<file path="src/rtl/shift_add_mult.sv">
// Sequential shift-add multiplier: one add/shift per clock over a ripple-carry adder chain.
// Define MULT_SIGNED_EN for two's-complement operands and product.
module shift_add_mult #(
  parameter int unsigned WIDTH = 8
) (
  input  logic                 clk,
  input  logic                 reset,
  input  logic                 start,
  input  logic [WIDTH-1:0]     multiplicand,
  input  logic [WIDTH-1:0]     multiplier,
  output logic                 ready,
  output logic                 busy,
  output logic                 done,
  output logic [2*WIDTH-1:0]   product
);

  typedef enum logic [1:0] {StIdle, StRun, StDone} state_e;

  localparam int unsigned CW = $clog2(WIDTH);
`ifdef MULT_SIGNED_EN
  localparam int unsigned AW = WIDTH + 1;
`else
  localparam int unsigned AW = WIDTH;
`endif

  state_e             state_q, state_d;
  logic [WIDTH-1:0]   mcand_q, mcand_d;
  logic [2*WIDTH-1:0] product_q, product_d;
  logic [CW-1:0]      count_q, count_d;

  logic [WIDTH-1:0]   acc;
  logic               last;
  logic [AW-1:0]      add_a, add_b, add_s;
  logic [AW-1:0]      cy;
  logic [2*WIDTH-1:0] iter_product;

  assign acc  = product_q[2*WIDTH-1:WIDTH];
  assign last = (count_q == CW'(WIDTH - 1));

`ifdef MULT_SIGNED_EN
  logic sub;
  // Final multiplier bit carries negative weight: subtract via inverted mcand and cin=1.
  assign sub   = last & product_q[0];
  assign add_a = {acc[WIDTH-1], acc};
  assign add_b = {mcand_q[WIDTH-1], mcand_q} ^ {AW{sub}};
  assign cy[0] = sub;
  assign iter_product = product_q[0] ? {add_s, product_q[WIDTH-1:1]}
                                     : {product_q[2*WIDTH-1], product_q[2*WIDTH-1:1]};
`else
  logic cout;
  assign add_a = acc;
  assign add_b = mcand_q;
  assign cy[0] = 1'b0;
  assign cout  = (add_a[AW-1] & add_b[AW-1]) | (cy[AW-1] & (add_a[AW-1] ^ add_b[AW-1]));
  assign iter_product = product_q[0] ? {cout, add_s, product_q[WIDTH-1:1]}
                                     : {1'b0, product_q[2*WIDTH-1:1]};
`endif

  // Ripple chain of full-adder cells.
  for (genvar i = 0; i < AW; i++) begin : g_fa
    assign add_s[i] = add_a[i] ^ add_b[i] ^ cy[i];
    if (i < AW - 1) begin : g_cy
      assign cy[i+1] = (add_a[i] & add_b[i]) | (cy[i] & (add_a[i] ^ add_b[i]));
    end
  end

  always_comb begin
    state_d   = state_q;
    mcand_d   = mcand_q;
    product_d = product_q;
    count_d   = count_q;
    unique case (state_q)
      StIdle: begin
        if (start) begin
          state_d   = StRun;
          mcand_d   = multiplicand;
          product_d = {{WIDTH{1'b0}}, multiplier};
          count_d   = '0;
        end
      end
      StRun: begin
        product_d = iter_product;
        count_d   = count_q + CW'(1);
        if (last) state_d = StDone;
      end
      StDone:  state_d = StIdle;
      default: state_d = StIdle;
    endcase
  end

  always_ff @(posedge clk) begin
    if (reset) begin
      state_q   <= StIdle;
      mcand_q   <= '0;
      product_q <= '0;
      count_q   <= '0;
    end else begin
      state_q   <= state_d;
      mcand_q   <= mcand_d;
      product_q <= product_d;
      count_q   <= count_d;
    end
  end

  assign ready   = (state_q == StIdle);
  assign busy    = (state_q == StRun);
  assign done    = (state_q == StDone);
  assign product = product_q;

endmodule

</file>
<file path="config.mk">
export PLATFORM = sky130hd
export DESIGN_NAME = shift_add_mult
export DESIGN_NICKNAME = d
export VERILOG_FILES = /design/src/rtl/shift_add_mult.sv
export SDC_FILE = /design/constraint.sdc
export NUM_CORES = 1
export LEC_CHECK = 0
export BUFFER_PORTS_ARGS = -buffer_cell sky130_fd_sc_hd__buf_2
export CAP_MARGIN = 20
export CELL_PAD_IN_SITES_DETAIL_PLACEMENT = 0
export CELL_PAD_IN_SITES_GLOBAL_PLACEMENT = 1
export CORE_ASPECT_RATIO = 1.4
export CORE_UTILIZATION = 41
export DETAILED_ROUTE_END_ITERATION = 8
export GPL_TIMING_DRIVEN = 0
export HOLD_SLACK_MARGIN = 0.06
export PLACE_DENSITY = 0.94
export SETUP_SLACK_MARGIN = 0.15
export SYNTH_ARGS = -nofsm -noshare
export SYNTH_HDL_FRONTEND = slang
export SYNTH_SLANG_ARGS = --single-unit
</file>
<file path="constraint.sdc">
create_clock -name clk -period 6.71 [get_ports clk]
set_input_delay 0.3355 -clock clk [delete_from_list [all_inputs] [get_ports clk]]
set_output_delay 0.3355 -clock clk [all_outputs]
set_load 0.05 [all_outputs]
</file>
Word level (Yosys, flattened, before mapping)
Cells that the tools add are included.
{"block": "word_totals", "reg_bits": 29, "word_cells": 60}
{"block": "classes", "add_sub_neg": 1, "eq_ne": 5, "muxes": 8, "bitwise": 37, "reduce_logical": 5}
{"operator": "16-bit 2-to-1 mux", "count": 2}
{"operator": "16-bit one-hot mux with 2 select lines", "count": 1}
{"operator": "1-bit AND", "count": 15}
{"operator": "1-bit XOR", "count": 15}
{"operator": "1-bit OR", "count": 7}
{"operator": "3-bit one-hot mux with 2 select lines", "count": 1}
{"operator": "2-bit AND reduction", "count": 3}
{"operator": "2-bit 2-to-1 mux", "count": 2}
{"operator": "2-bit one-hot mux with 2 select lines", "count": 1}
{"operator": "3-bit by 1-bit adder with 3-bit output, second input constant", "count": 1}
{"operator": "3-bit equality test, second input constant", "count": 1}
{"operator": "3-bit 2-to-1 mux", "count": 1}
{"operator": "2-bit by 1-bit equality test with 1-bit output, second input constant", "count": 1}
{"operator": "2-bit equality test, second input constant", "count": 1}
{"operator": "2-bit zero test", "count": 1}
{"operator": "2-bit by 1-bit != test with 1-bit output, second input constant", "count": 1}
{"operator": "2-bit != test, second input constant", "count": 1}
{"operator": "2-bit nonzero test", "count": 1}

Longest topological paths before layout
{"block": "depth", "word_depth": 17, "depth_mapped": 13, "ltp_nobuf": 13}

Least setup slack after synthesis
OpenSTA, ideal clock, no wires.
{"block": "synth_timing", "path_kind": "flip-flop to flip-flop", "start": "reg product_q[8] (netlist: product[8])", "end": "reg product_q[14] (netlist: product[14])", "arrival_time_ps": 3670, "t_required_ps": 6576, "path_slack_ps": 2907, "stages_incl_launch_ff": 14, "n_path_buf": 0, "cell_sequence": "dfxtp_1 -> ha_1 -> fa_1 -> fa_1 -> fa_1 -> fa_1 -> fa_1 -> inv_1 -> fa_1 -> inv_1 -> fa_1 -> mux2_2 -> nand2_1 -> a21oi_1"}
{"block": "synth_via", "elab_chain_len": 16}
{"item": "start, declared", "line_no": "28", "text": "logic [2*WIDTH-1:0] product_q, product_d;"}
{"item": "start signal, assigned", "line_no": "100", "text": "product_q <= product_d;"}
{"item": "1-bit AND (2 in a row)", "line_no": "63", "text": "assign cy[i+1] = (add_a[i] & add_b[i]) | (cy[i] & (add_a[i] ^ add_b[i]));"}
{"item": "1-bit OR", "line_no": "63"}
{"item": "1-bit AND", "line_no": "63"}
{"item": "1-bit OR", "line_no": "63"}
{"item": "1-bit AND", "line_no": "63"}
{"item": "1-bit OR", "line_no": "63"}
{"item": "1-bit AND", "line_no": "63"}
{"item": "1-bit OR", "line_no": "63"}
{"item": "1-bit AND", "line_no": "63"}
{"item": "1-bit OR", "line_no": "63"}
{"item": "1-bit AND", "line_no": "63"}
{"item": "1-bit OR", "line_no": "63"}
{"item": "1-bit XOR", "line_no": "61", "text": "assign add_s[i] = add_a[i] ^ add_b[i] ^ cy[i];"}
{"item": "16-bit 2-to-1 mux", "line_no": "55", "text": "assign iter_product = product_q[0] ? {cout, add_s, product_q[WIDTH-1:1]}"}
{"item": "16-bit one-hot mux with 2 select lines", "line_no": "72", "text": "unique case (state_q)"}
Every way passes these cells.
A chain may end at the register's enable or synchronous reset.

Worst setup path in the final report
Ends and elaborated chain as after synthesis.

==> reports/metrics.sh <==
DP_HPWL_UM=2430
NUMPORTBUFFERS=35
SYN2LAYOUT_AREA_GROWTH_PCT=21.6
SYNTH_TOP_AREA_SHARE_PCT=38.4
MAPPEDNETLISTAREA_MM2=0.00151
GLOBAL_ROUTE.OVERFLOW_TOTAL=0
R2R-END='product[14]$_SDFFE_PP0P_'
SYNTH_LARGEST_AREA_CELL='sky130_fd_sc_hd__dfxtp_1'
SEQ_AREA_FRAC_SYNTH_PCT=38.4
HOLD_PATH_DEPTH=3
CP.ARRIVAL_NS=3.90
DRT_ITER0_MARKERS=23
RSZ0062_AT_GRT='false'
GRT_UTIL_ALL_LAYERS_PCT=19.4
HOLD_START='multiplicand[4]'
CLK_PATH_BUF_DEPTH=2
ROUTED_VIA_DENSITY=5.18
IRDROPWORSTVDD_uV=139
CTS_HOLD_REPAIR.BUFFERS=0
SLOWEST_DELAY_NS=0.42
PLACEDINSTANCEAREA_MM2=0.00174
STATUS='complete, no violations'
POST_SYNTH_INST_COUNT=179
CLOCK_SINKS=29
REMAINING_DRC_ERRORS=0
TIMING.FINAL.CRIT_SHARE_PCT=55.9
FINISH.UTILIZATION_PCT=53.4
KIND_OF_LAUNCH_POINT_OF_THE_WORST_SETUP_PATH='flip-flop'
WORST_SETUP_HOLD_PATH_CLK_SLEW_NS=0.06
CTS-RESIZED-GATES=0
SYNTHDISTINCTLIBCELLS=24
ROUTEDWLPERCELL_UM=13.0
CTS_MADE_BUFFERS=5
CORE-AREA_MM2=0.00344
CELL_MODE_ON_CRITICAL_PATH='sky130_fd_sc_hd__fa_1'
CELL_FAMILY_CONTRIBUTING_THE_MOST_DELAY_ON_THE_CRITICAL_PATH='adder cells'
SYN_AREA_PER_CELL_UM2=8.44
GRT_PASS1_VIAS=1174
CRITICAL_PATH_CELL_LIST='ha_1, fa_1, fa_1, fa_1, fa_1, fa_1, inv_1, fa_1, inv_1, fa_1, mux2_2, nand2_1, a21oi_1'
LAYOUT-DRIVE-GT1-SHARE_PCT=29.7
GPL.FINAL_WEIGHTED_CONGESTION=0.738
MAX_CAP_VIOLATIONS=0
DRT.ANTENNA.VIOLATING_NETS=0
ANTENNA_CELLS=0
TIMING.FINAL.HOLD_VIOLATIONS=0
DETAILROUTE.VIA_COUNT=1358
MAX_FREQ_GHz=0.266
REPORT.FINAL.SLEW_VIOL_COUNT=0
DRT_PASS1_ITERATIONS=4
CTSROOTBUFFERMASTER='sky130_fd_sc_hd__clkbuf_8'
POST_CTS.REPAIR.SETUP_BUFFERS=0
SYNTH-SEQ-CELLS=29
CRIT_SLOWEST_CELL='sky130_fd_sc_hd__fa_1'
TIMING.CRITICAL_PATH.TO_TYPE='flip-flop'
FLOORPLAN.INITIALDENSITY_PCT=43.9
FINALSETUPTNS_NS=0
SETUP_VIOL_COUNT_FINAL=0
MAPPEDNETLISTNETS=208
SKEW_NS=0.00793
CHIPWIDTH_UM=53.3
FINALCRITICALPERIOD_NS=3.75
CRIT_BUF_INV=2
ACTUAL_TRANSITION_AT_THE_WORST_MAX_TRANSITION_PIN_NS=0.625
LEAKAGEPOWER_uW=0.000848
MAX_SLEW_MARGIN_PCT=58.1
R2R.WORST_PATH.CELLS=13
PATH_MAX_FANOUT=4
CTS_TREE='yes'
WHS_ENDPOINT='add_b[4]$_SDFFE_PP0P_'
MIN-DELAY-PATH-CLASS='in2reg'
CELLPOWERDENSITY_mW_PER_MM2=236
ROUTED_WIRELENGTH_UM=3410
FP-ROW-COUNT=25
GRT_START_MAX_NET_PINS=11
R2R-START='product[8]$_SDFFE_PP0P_'
SYNTHTOPCELLSBYAREA='sky130_fd_sc_hd__dfxtp_1 38%, sky130_fd_sc_hd__a21oi_1 11%, sky130_fd_sc_hd__fa_1 9.3%, sky130_fd_sc_hd__nand2_1 6.2%, sky130_fd_sc_hd__o221a_2 5.2%'
GRT_ANTENNA_BEFORE_REPAIR=0
FP.DIEAREA_MM2=0.00393
WORST-R2R-SETUP-SLACK_NS=2.96
FINAL_NETS=250
GRT_PASS1_WL_UM=5380
SKEW_PAIR_LATE_INSERTION_DELAY_NS=0.29
CTS_MAX_LEVEL=2
REPORT.POWER.TOTAL_uW=434
DIE_HEIGHT_UM=73.8
POSTLAYOUTCELLAREA_MM2=0.00184
TIMING.SETUP.CRITICAL_PATH_CLASS='reg2reg'
DATA_REQUIRED_TIME_AT_THE_WORST_ENDPOINT_NS=6.86
IO_PINS=38
YOSYSWARNINGCOUNT=0
how the worst max path moves through the flow:
stage                                  startpoint                       end  slack (ns)  depth (start not counted)
after floorplan           product[8]$_SDFFE_PP0P_  product[14]$_SDFFE_PP0P_        2.91                         13
after global placement    product[8]$_SDFFE_PP0P_  product[14]$_SDFFE_PP0P_        3.03                         13
after detailed placement  product[8]$_SDFFE_PP0P_  product[14]$_SDFFE_PP0P_        2.94                         13
after CTS                 product[8]$_SDFFE_PP0P_  product[14]$_SDFFE_PP0P_        2.92                         13
after global routing      product[8]$_SDFFE_PP0P_  product[14]$_SDFFE_PP0P_        2.83                         13
final                     product[8]$_SDFFE_PP0P_  product[14]$_SDFFE_PP0P_        2.96                         13
metrics by stage:
| step | hold slack, ns | setup WS (ns) | instances |
|---|---|---|---|
| 6_report | 0.280 | 2.96 | 262 |
| 5_1_grt | 0.283 | 2.83 | 262 |
| 4_1_cts | 0.275 | 2.92 | 262 |
| 3_5_place_dp | 0.463 | 2.94 | 254 |
| 3_3_place_gp | 0.444 | 3.03 | 254 |
| 2_1_floorplan | 0.436 | 2.91 | 179 |
Yosys cell counts, drive strengths merged:
library cell and instances:
a21oi 34, dfxtp 29, nand2 25, nor2 18, inv 13, nand3 12
buf 8, fa 7, o221a 7, clkbuf 6, mux2 6, ha 3
nand2b 2, nor3b 2, o21a 2, a221oi 1, mux2i 1, nor2b 1
o211ai 1, or3b 1
final cells by class:
type | count | area [um2]
plain buffers | 14 | 73.8
flip-flops and latches | 29 | 581
clock buffers | 7 | 96.3
well taps | 40 | 50.0
fillers | 357 | 1600
multi-input cells | 123 | 807
clock inverters | 1 | 5.00
repair buffers | 35 | 175
inverters | 13 | 48.8
cell usage in the layout, fill, tap and decap left out:
master                     synthesis  routed
sky130_fd_sc_hd__buf_2             5      40
sky130_fd_sc_hd__a21oi_1          34      34
sky130_fd_sc_hd__dfxtp_1          29      29
sky130_fd_sc_hd__nand2_1          25      25
sky130_fd_sc_hd__nor2_1           17      17
sky130_fd_sc_hd__inv_1            13      13
sky130_fd_sc_hd__nand3_1          12      12
sky130_fd_sc_hd__o221a_2           7       7
sky130_fd_sc_hd__fa_1              7       7
sky130_fd_sc_hd__clkbuf_8          0       7
sky130_fd_sc_hd__clkbuf_1          6       6
sky130_fd_sc_hd__mux2_2            6       6
sky130_fd_sc_hd__ha_1              3       3
sky130_fd_sc_hd__nand2b_1          2       2
sky130_fd_sc_hd__buf_4             2       2
sky130_fd_sc_hd__o21a_1            2       2
sky130_fd_sc_hd__nor2b_1           1       1
sky130_fd_sc_hd__or3b_1            1       1
sky130_fd_sc_hd__o211ai_1          1       1
sky130_fd_sc_hd__mux2i_1           1       1
sky130_fd_sc_hd__a221oi_1          1       1
sky130_fd_sc_hd__nor3b_1           1       1
sky130_fd_sc_hd__nor3b_2           1       1
sky130_fd_sc_hd__buf_6             1       1
sky130_fd_sc_hd__nor2_2            1       1
sky130_fd_sc_hd__clkinv_2          0       1
where the power goes:
| part | switching, uW | internal [uW] |
|---|---|---|
| clock network | 68.2 | 92.5 |
| registers | 8.89 | 182 |
| logic | 54.2 | 27.7 |
| total | 131 | 302 |
logic make-up (layout without fill, tap and decap cells):
group | after synthesis | count (layout) | synth area share, %
buf+inv | 27 | 70 | 8.12
fa+ha+maj | 10 | 10 | 11.8
mux | 7 | 7 | 5.14
flops | 29 | 29 | 38.4
simple gates | 61 | 61 | 18.0
compound gates | 45 | 45 | 18.6
metal layers:
| layer | track usage (%) | share of wire [%] |
|---|---|---|
| met2 | 31.5 | 49 |
| met1 | 21.8 | 43 |
| met3 | 6.83 | 5.0 |
| met5 | 0 | 0 |
| met4 | 9.94 | 2.5 |
state kept, by name (all words and copies together) (netlist names):
register and flops:
count_q 3, add_b 8, state_q 2, product 16
worst reg2reg max path: stages (launching register included):
cell and delay, ns:
sky130_fd_sc_hd__dfxtp_1 0.33, sky130_fd_sc_hd__ha_1 0.22, sky130_fd_sc_hd__fa_1 0.38, sky130_fd_sc_hd__fa_1 0.42, sky130_fd_sc_hd__fa_1 0.41, sky130_fd_sc_hd__fa_1 0.40, sky130_fd_sc_hd__fa_1 0.37, sky130_fd_sc_hd__inv_1 0.08
sky130_fd_sc_hd__fa_1 0.17, sky130_fd_sc_hd__inv_1 0.05, sky130_fd_sc_hd__fa_1 0.42, sky130_fd_sc_hd__mux2_2 0.27, sky130_fd_sc_hd__nand2_1 0.06, sky130_fd_sc_hd__a21oi_1 0.05
No activity file was read; power rests on OpenSTA's default activity.
